$ cat config.mk
export PLATFORM = sky130hd
export DESIGN_NAME = digit_entry
export DESIGN_NICKNAME = d
export VERILOG_FILES = /design/src/rtl/memgame_pkg.sv /design/src/rtl/entry_timer.sv /design/src/rtl/digit_entry.sv
export SDC_FILE = /design/constraint.sdc
export NUM_CORES = 1
export LEC_CHECK = 0
export ABC_CLOCK_PERIOD_IN_PS = 3000
export CAP_MARGIN = 0
export CORE_AREA = 3 3 65 52
export DETAILED_ROUTE_END_ITERATION = 7
export DIE_AREA = 0 0 68 55
export PLACE_DENSITY = 0.82
export SYNTH_ARGS = -nofsm -noshare
export SYNTH_HDL_FRONTEND = slang
export SYNTH_SLANG_ARGS = --single-unit
$ cat constraint.sdc
create_clock -name clk -period 3 [get_ports clk]
set_input_delay 0.45 -clock clk [delete_from_list [all_inputs] [get_ports clk]]
set_output_delay 0.45 -clock clk [all_outputs]
set_load 0.05 [all_outputs]
$ cat src/rtl/memgame_pkg.sv
// Shared types and constants for the memory-game digit entry block.
package memgame_pkg;

    typedef enum logic [1:0] {
        ST_IDLE  = 2'd0,
        ST_ENTRY = 2'd1,
        ST_HOLD  = 2'd2
    } state_e;

    localparam logic [3:0] DIGIT_MAX  = 4'd9;
    localparam int         NUM_DIGITS = 4;

    function automatic logic [3:0] digit_inc(input logic [3:0] d);
        logic [3:0] r;
        if (d >= DIGIT_MAX) begin
            r = 4'd0;
        end else begin
            r = d + 4'd1;
        end
        return r;
    endfunction

    function automatic logic [3:0] digit_dec(input logic [3:0] d);
        logic [3:0] r;
        if (d == 4'd0) begin
            r = DIGIT_MAX;
        end else begin
            r = d - 4'd1;
        end
        return r;
    endfunction

endpackage

$ cat src/rtl/entry_timer.sv
// Idle counter for digit_entry: fires on the TIMEOUT_CYCLES-th consecutive idle ENTRY cycle.
module entry_timer
#(
    parameter int TIMEOUT_CYCLES = 500_000_000
)
(
    input  logic clk,
    input  logic rst,
    input  logic en_i,
    input  logic clear_i,
    output logic expired_o
);

    localparam int CNT_W = (TIMEOUT_CYCLES > 2) ? $clog2(TIMEOUT_CYCLES) : 1;
    localparam logic [CNT_W-1:0] CNT_LAST = CNT_W'(TIMEOUT_CYCLES - 1);

    logic [CNT_W-1:0] count_q;
    logic [CNT_W-1:0] count_d;

    // Count idle ENTRY cycles; any activity or leaving ENTRY restarts from zero
    always_comb begin
        count_d = count_q;
        if (!en_i || clear_i || (count_q == CNT_LAST)) begin
            count_d = '0;
        end else begin
            count_d = count_q + CNT_W'(1);
        end
    end

    // Counter register
    always_ff @(posedge clk) begin
        if (rst) begin
            count_q <= '0;
        end else begin
            count_q <= count_d;
        end
    end

    assign expired_o = en_i && !clear_i && (count_q == CNT_LAST);

endmodule

$ cat src/rtl/digit_entry.sv
// Four-digit BCD entry with cursor, gated submit and a held result for the comparator.
// Optional idle-timeout forced submit enabled by macro DIGIT_ENTRY_TIMEOUT_EN.
module digit_entry
    import memgame_pkg::*;
#(
    parameter int TIMEOUT_CYCLES = 500_000_000
)
(
    input  logic        clk,
    input  logic        rst,
    input  logic        start,
    input  logic        btn_inc,
    input  logic        btn_dec,
    input  logic        btn_next,
    input  logic        btn_back,
    input  logic        btn_submit,
    output logic [15:0] user_int,
    output logic [1:0]  cursor,
    output logic        active,
    output logic        out_valid,
    input  logic        out_ready,
    output logic        timed_out
);

    localparam logic [1:0] LAST_CURSOR = 2'(NUM_DIGITS - 1);

    state_e      state_q;
    logic [15:0] digits_q;
    logic [1:0]  cursor_q;
    logic        active_q;
    logic        out_valid_q;
    logic        timed_out_q;
    logic [3:0]  cur_digit_s;
    logic        expired_s;

    assign cur_digit_s = digits_q[{cursor_q, 2'b00} +: 4];

`ifdef DIGIT_ENTRY_TIMEOUT_EN
    logic pulse_s;
    assign pulse_s = btn_inc | btn_dec | btn_next | btn_back | btn_submit | start;

    entry_timer #(
        .TIMEOUT_CYCLES (TIMEOUT_CYCLES)
    ) u_entry_timer (
        .clk       (clk),
        .rst       (rst),
        .en_i      (state_q == ST_ENTRY),
        .clear_i   (pulse_s),
        .expired_o (expired_s)
    );
`else
    logic unused_timeout_cfg;
    assign unused_timeout_cfg = (TIMEOUT_CYCLES != 0);
    assign expired_s          = 1'b0;
`endif

    // Round control: state, digits, cursor and all status flags move together
    always_ff @(posedge clk) begin
        if (rst) begin
            state_q     <= ST_IDLE;
            digits_q    <= 16'h0000;
            cursor_q    <= 2'd0;
            active_q    <= 1'b0;
            out_valid_q <= 1'b0;
            timed_out_q <= 1'b0;
        end else begin
            case (state_q)
                ST_IDLE: begin
                    if (start) begin
                        digits_q <= 16'h0000;
                        cursor_q <= 2'd0;
                        state_q  <= ST_ENTRY;
                        active_q <= 1'b1;
                    end
                end
                ST_ENTRY: begin
                    // The highest-priority pulse consumes the cycle even when it has no effect
                    if (start) begin
                        digits_q <= 16'h0000;
                        cursor_q <= 2'd0;
                    end else if (btn_submit) begin
                        if (cursor_q == LAST_CURSOR) begin
                            state_q     <= ST_HOLD;
                            active_q    <= 1'b0;
                            out_valid_q <= 1'b1;
                            timed_out_q <= 1'b0;
                        end
                    end else if (btn_back) begin
                        if (cursor_q != 2'd0) begin
                            cursor_q <= cursor_q - 2'd1;
                        end
                    end else if (btn_next) begin
                        if (cursor_q != LAST_CURSOR) begin
                            cursor_q <= cursor_q + 2'd1;
                        end
                    end else if (btn_inc) begin
                        digits_q[{cursor_q, 2'b00} +: 4] <= digit_inc(cur_digit_s);
                    end else if (btn_dec) begin
                        digits_q[{cursor_q, 2'b00} +: 4] <= digit_dec(cur_digit_s);
                    end else if (expired_s) begin
                        state_q     <= ST_HOLD;
                        active_q    <= 1'b0;
                        out_valid_q <= 1'b1;
                        timed_out_q <= 1'b1;
                    end
                end
                ST_HOLD: begin
                    if (out_ready) begin
                        state_q     <= ST_IDLE;
                        out_valid_q <= 1'b0;
                        timed_out_q <= 1'b0;
                    end
                end
                default: begin
                    state_q     <= ST_IDLE;
                    active_q    <= 1'b0;
                    out_valid_q <= 1'b0;
                    timed_out_q <= 1'b0;
                end
            endcase
        end
    end

    assign user_int  = digits_q;
    assign cursor    = cursor_q;
    assign active    = active_q;
    assign out_valid = out_valid_q;
    assign timed_out = timed_out_q;

endmodule
==> run_results.csv <==
group,metric,value,unit
run_status,result_of_the_run,"finished, final reports clean",
die,boundaryPins,30,
die,core-area,2850,sq um
setup_path,critical_path_class,"register to register",
sta,grt_setup_unrepaired,"no",
detailed_routing,ant_nets,0,
global_routing,number_of_antenna_violations_at_the_first_check_in_global_routing,0,
finish,fill_cell_instance_count_of_the_final_layout,247,
synthesis,synth_sequential_area_ratio,0.321,
synthesis,synth_top_cell_area_share,0.321,
placed_design,preCtsSetupSlack,519,ps
sta,worst_clock_skew,2.71,ps
synthesis,synth_compound_gate_area_share,0.216,
clocking,cts_tree,"done",
placed_design,weighted_congestion_reported_at_the_end_of_routability_driven_placement,0.909,
finish,area.sequential,440,sq um
sta,setup_viol_count_final,0,
clocking,post_cts_hold_buffer_count,0,
synthesis,synth.yosys.warnings,0,
pwr,power.static_leakage,0.596,nW
synthesis,synth-edff-count,0,
global_routing,grt.total_usage,0.209,
die,placementRows,17,
finish,multi_input_comb_area,830,sq um
setup_path,reg2reg_depth,7,
finish,drive_above_1_share,0.0674,
sta,slew-limit-headroom,0.639,
synthesis,dominantRegCellSynth,"sky130_fd_sc_hd__dfxtp_1",
finish,syn_to_final_growth,25.2,%
finish,nets,211,
synthesis,postSynthAreaPerCell,8.18,sq um
synthesis,synthMuxAreaShare,0.0801,
setup_path,timing.critical_path.from_type,"register",
synthesis,synth_area_in_xor_xnor,0.0128,
global_routing,pin_count_of_the_biggest_net_entering_global_routing,17,
pwr,vdd_ir_drop_max,0.000198,V
setup_path,worst_setup_path_end_kind,"register",
job,number_of_maximum_capacitance_constraint_violations,0,
placed_design,placement.io_buffers,28,
pwr,power_density,332,nW/um^2
clocking,clock_tree.htree_level_count,1,
sta,tightestPinTransition,526,ps
min_path,timing.hold.worst_path_depth,2,
sta,timing.final.crit_share,0.818,
detailed_routing,drt-initial-drc-count,100,
sta,report.final.slew_viol_count,0,
placed_design,hpwl,2760,um
min_path,min-delay-path-class,"register to register",
sta,fin_ws,546,ps
setup_path,critical_path.slowest_cell,"sky130_fd_sc_hd__dfxtp_1",
clocking,post_cts.resized_instances,0,
setup_path,critical_path.max_fanout,13,
global_routing,grt.overflow.total,0,
sta,report.final.hold_viol_count,0,
die,die_h,55,um
global_routing,grt_first_pass_wirelength,5870,um
global_routing,number_of_global_route_vias_before_repair,1211,
setup_path,crit_path_cell_trace,"mux4_2 -> inv_1 -> ha_1 -> inv_1 -> a2111oi_0 -> o21ai_0 -> o21ai_0",
synthesis,synth_fp_nets,185,
synthesis,synth_seq_cells,22,
die,fp.dieArea,3740,sq um
clocking,cts_root_buf,"sky130_fd_sc_hd__clkbuf_8",
setup_path,critical_path_required,3190,ps
detailed_routing,totalWireLength,3600,um
synthesis,post_synth_fa_ha_maj_area_fraction,0.0729,
synthesis,number_of_cells_produced_by_synthesis,168,
sta,timing.fmax,0.407,GHz
synthesis,simple_logic_cell_fraction_of_the_synthesized_area,0.219,
synthesis,netlist.top_cell.by_area,"sky130_fd_sc_hd__dfxtp_1",
clocking,clock_sink_count,22,
setup_path,worst_ep_arrival_time,2640,ps
clocking,clock_latency,260,ps
detailed_routing,route.detailed.wl_per_inst,15.6,um
synthesis,synth.top_cells.by_area,"sky130_fd_sc_hd__dfxtp_1 (32%), sky130_fd_sc_hd__ha_1 (7.3%), sky130_fd_sc_hd__mux4_2 (6.6%)",
detailed_routing,detailedRoute.firstPassIterationCount,4,
sta,totalNegativeSetupSlack,0,ps
die,start_util,0.482,
clocking,cts_made_buffers,3,
synthesis,synth_top_family_by_area,"simple AND/OR/NAND/NOR gates",
detailed_routing,drt-vias-per-instance,5.70,
clocking,clockBufferDepth,2,
die,chipWidth,68,um
synthesis,cell_area_synth,1370,sq um
synthesis,yosys.cell_types.count,41,
clocking,post_cts.repair.setup_buffers,0,
setup_path,critical-path-max-stage-delay,610,ps
clocking,path_clk_slew,80,ps
finish,antennaDiodeCount,0,
detailed_routing,remaining_drc_errors,0,
detailed_routing,route.vias.total,1316,
synthesis,async_flop_share,0,
sta,final_period_minus_worst_setup_slack,2450,ps
==> metrics by stage <==
step	power (mW)	hold WS [ps]	instance area (sq um)	utilization	instances
floorplan	0.342	543	1370	-	168
global placement	0.361	455	1670	0.584	227
detailed placement	0.363	470	1670	0.584	227
CTS	0.574	489	1720	0.604	231
global route	0.588	502	1720	0.604	231
finish	0.570	488	1720	0.604	231
==> path summary, 6_finish.rpt <==
path               startpoint           end  slack, ps
setup / recovery    cursor[1]  user_int[12]        550
hold / removal    user_int[1]   user_int[1]        490
setup reg to reg    cursor[1]  user_int[12]        550
hold reg to reg   user_int[1]   user_int[1]        490
==> layout by cell type, fill, tap and decap left out, types with 2 or more instances in the layout <==
cell,n
sky130_fd_sc_hd__nand2_1,18
sky130_fd_sc_hd__nand4_1,2
sky130_fd_sc_hd__or2_0,2
sky130_fd_sc_hd__a211oi_1,4
sky130_fd_sc_hd__nor3b_1,4
sky130_fd_sc_hd__nor2_1,17
sky130_fd_sc_hd__o21ai_0,14
sky130_fd_sc_hd__inv_1,16
sky130_fd_sc_hd__mux4_2,4
sky130_fd_sc_hd__ha_1,8
sky130_fd_sc_hd__nor3_1,4
sky130_fd_sc_hd__o21ai_1,2
sky130_fd_sc_hd__clkdlybuf4s50_1,28
sky130_fd_sc_hd__o22ai_1,3
sky130_fd_sc_hd__mux2i_1,2
sky130_fd_sc_hd__dfxtp_1,22
sky130_fd_sc_hd__a21oi_1,13
sky130_fd_sc_hd__nand2b_1,3
sky130_fd_sc_hd__o41ai_1,3
sky130_fd_sc_hd__clkbuf_8,4
==> state kept, by name (all words and copies together), names as in the netlist <==
signal	cells
active	1
out_valid	1
state_q	2
cursor	2
user_int	16
==> worst max-delay path: cells and delay by family (launching register included) <==
kind            cells  cell delay, ps
compound gates      3             890
fa+ha+maj           1             210
mux                 1             470
flops               1             610
buf+inv             2             200
==> layout make-up <==
| cell class | count | area share |
|---|---|---|
| flip-flops and latches | 22 | 0.256 |
| repair buffers | 29 | 0.167 |
| clock buffers | 4 | 0.0320 |
| inverters | 16 | 0.0349 |
| well taps | 38 | 0.0276 |
| multi-input cells | 122 | 0.482 |
==> cells by family after synthesis <==
family | count (synthesis)
and+or+nand+nor | 58
AOI/OAI and AO/OA | 47
buffers and inverters | 24
DFF | 22
adders and majority gates | 8
muxes | 6
xor gates and xnor gates | 2
other | 1
==> power breakdown <==
| part | total, mW | internal [mW] | switching (mW) |
|---|---|---|---|
| clock | 0.214 | 0.117 | 0.0967 |
| sequential | 0.297 | 0.294 | 0.00313 |
| combinational | 0.0594 | 0.0242 | 0.0352 |
| total | 0.570 | 0.435 | 0.135 |
==> cell usage after synthesis, types with 2 or more instances <==
| cell type | instances |
|---|---|
| sky130_fd_sc_hd__nand4_1 | 2 |
| sky130_fd_sc_hd__a211oi_1 | 4 |
| sky130_fd_sc_hd__clkbuf_1 | 4 |
| sky130_fd_sc_hd__mux2i_1 | 2 |
| sky130_fd_sc_hd__or2_0 | 2 |
| sky130_fd_sc_hd__ha_1 | 8 |
| sky130_fd_sc_hd__o41ai_1 | 3 |
| sky130_fd_sc_hd__o22ai_1 | 3 |
| sky130_fd_sc_hd__buf_2 | 2 |
| sky130_fd_sc_hd__o21ai_0 | 14 |
| sky130_fd_sc_hd__nor3_1 | 4 |
| sky130_fd_sc_hd__nand2_1 | 18 |
| sky130_fd_sc_hd__o21ai_1 | 2 |
| sky130_fd_sc_hd__a21oi_1 | 13 |
| sky130_fd_sc_hd__nor2_1 | 17 |
| sky130_fd_sc_hd__mux4_2 | 4 |
| sky130_fd_sc_hd__nor3b_1 | 4 |
| sky130_fd_sc_hd__nand2b_1 | 3 |
| sky130_fd_sc_hd__dfxtp_1 | 22 |
| sky130_fd_sc_hd__inv_1 | 16 |
==> routing by layer <==
metal	GRT usage	share of wire
met5	0	0
met4	0.0396	0.0064
met3	0.0566	0.070
met2	0.312	0.45
met1	0.302	0.48
(Power assumes the default switching activity.)
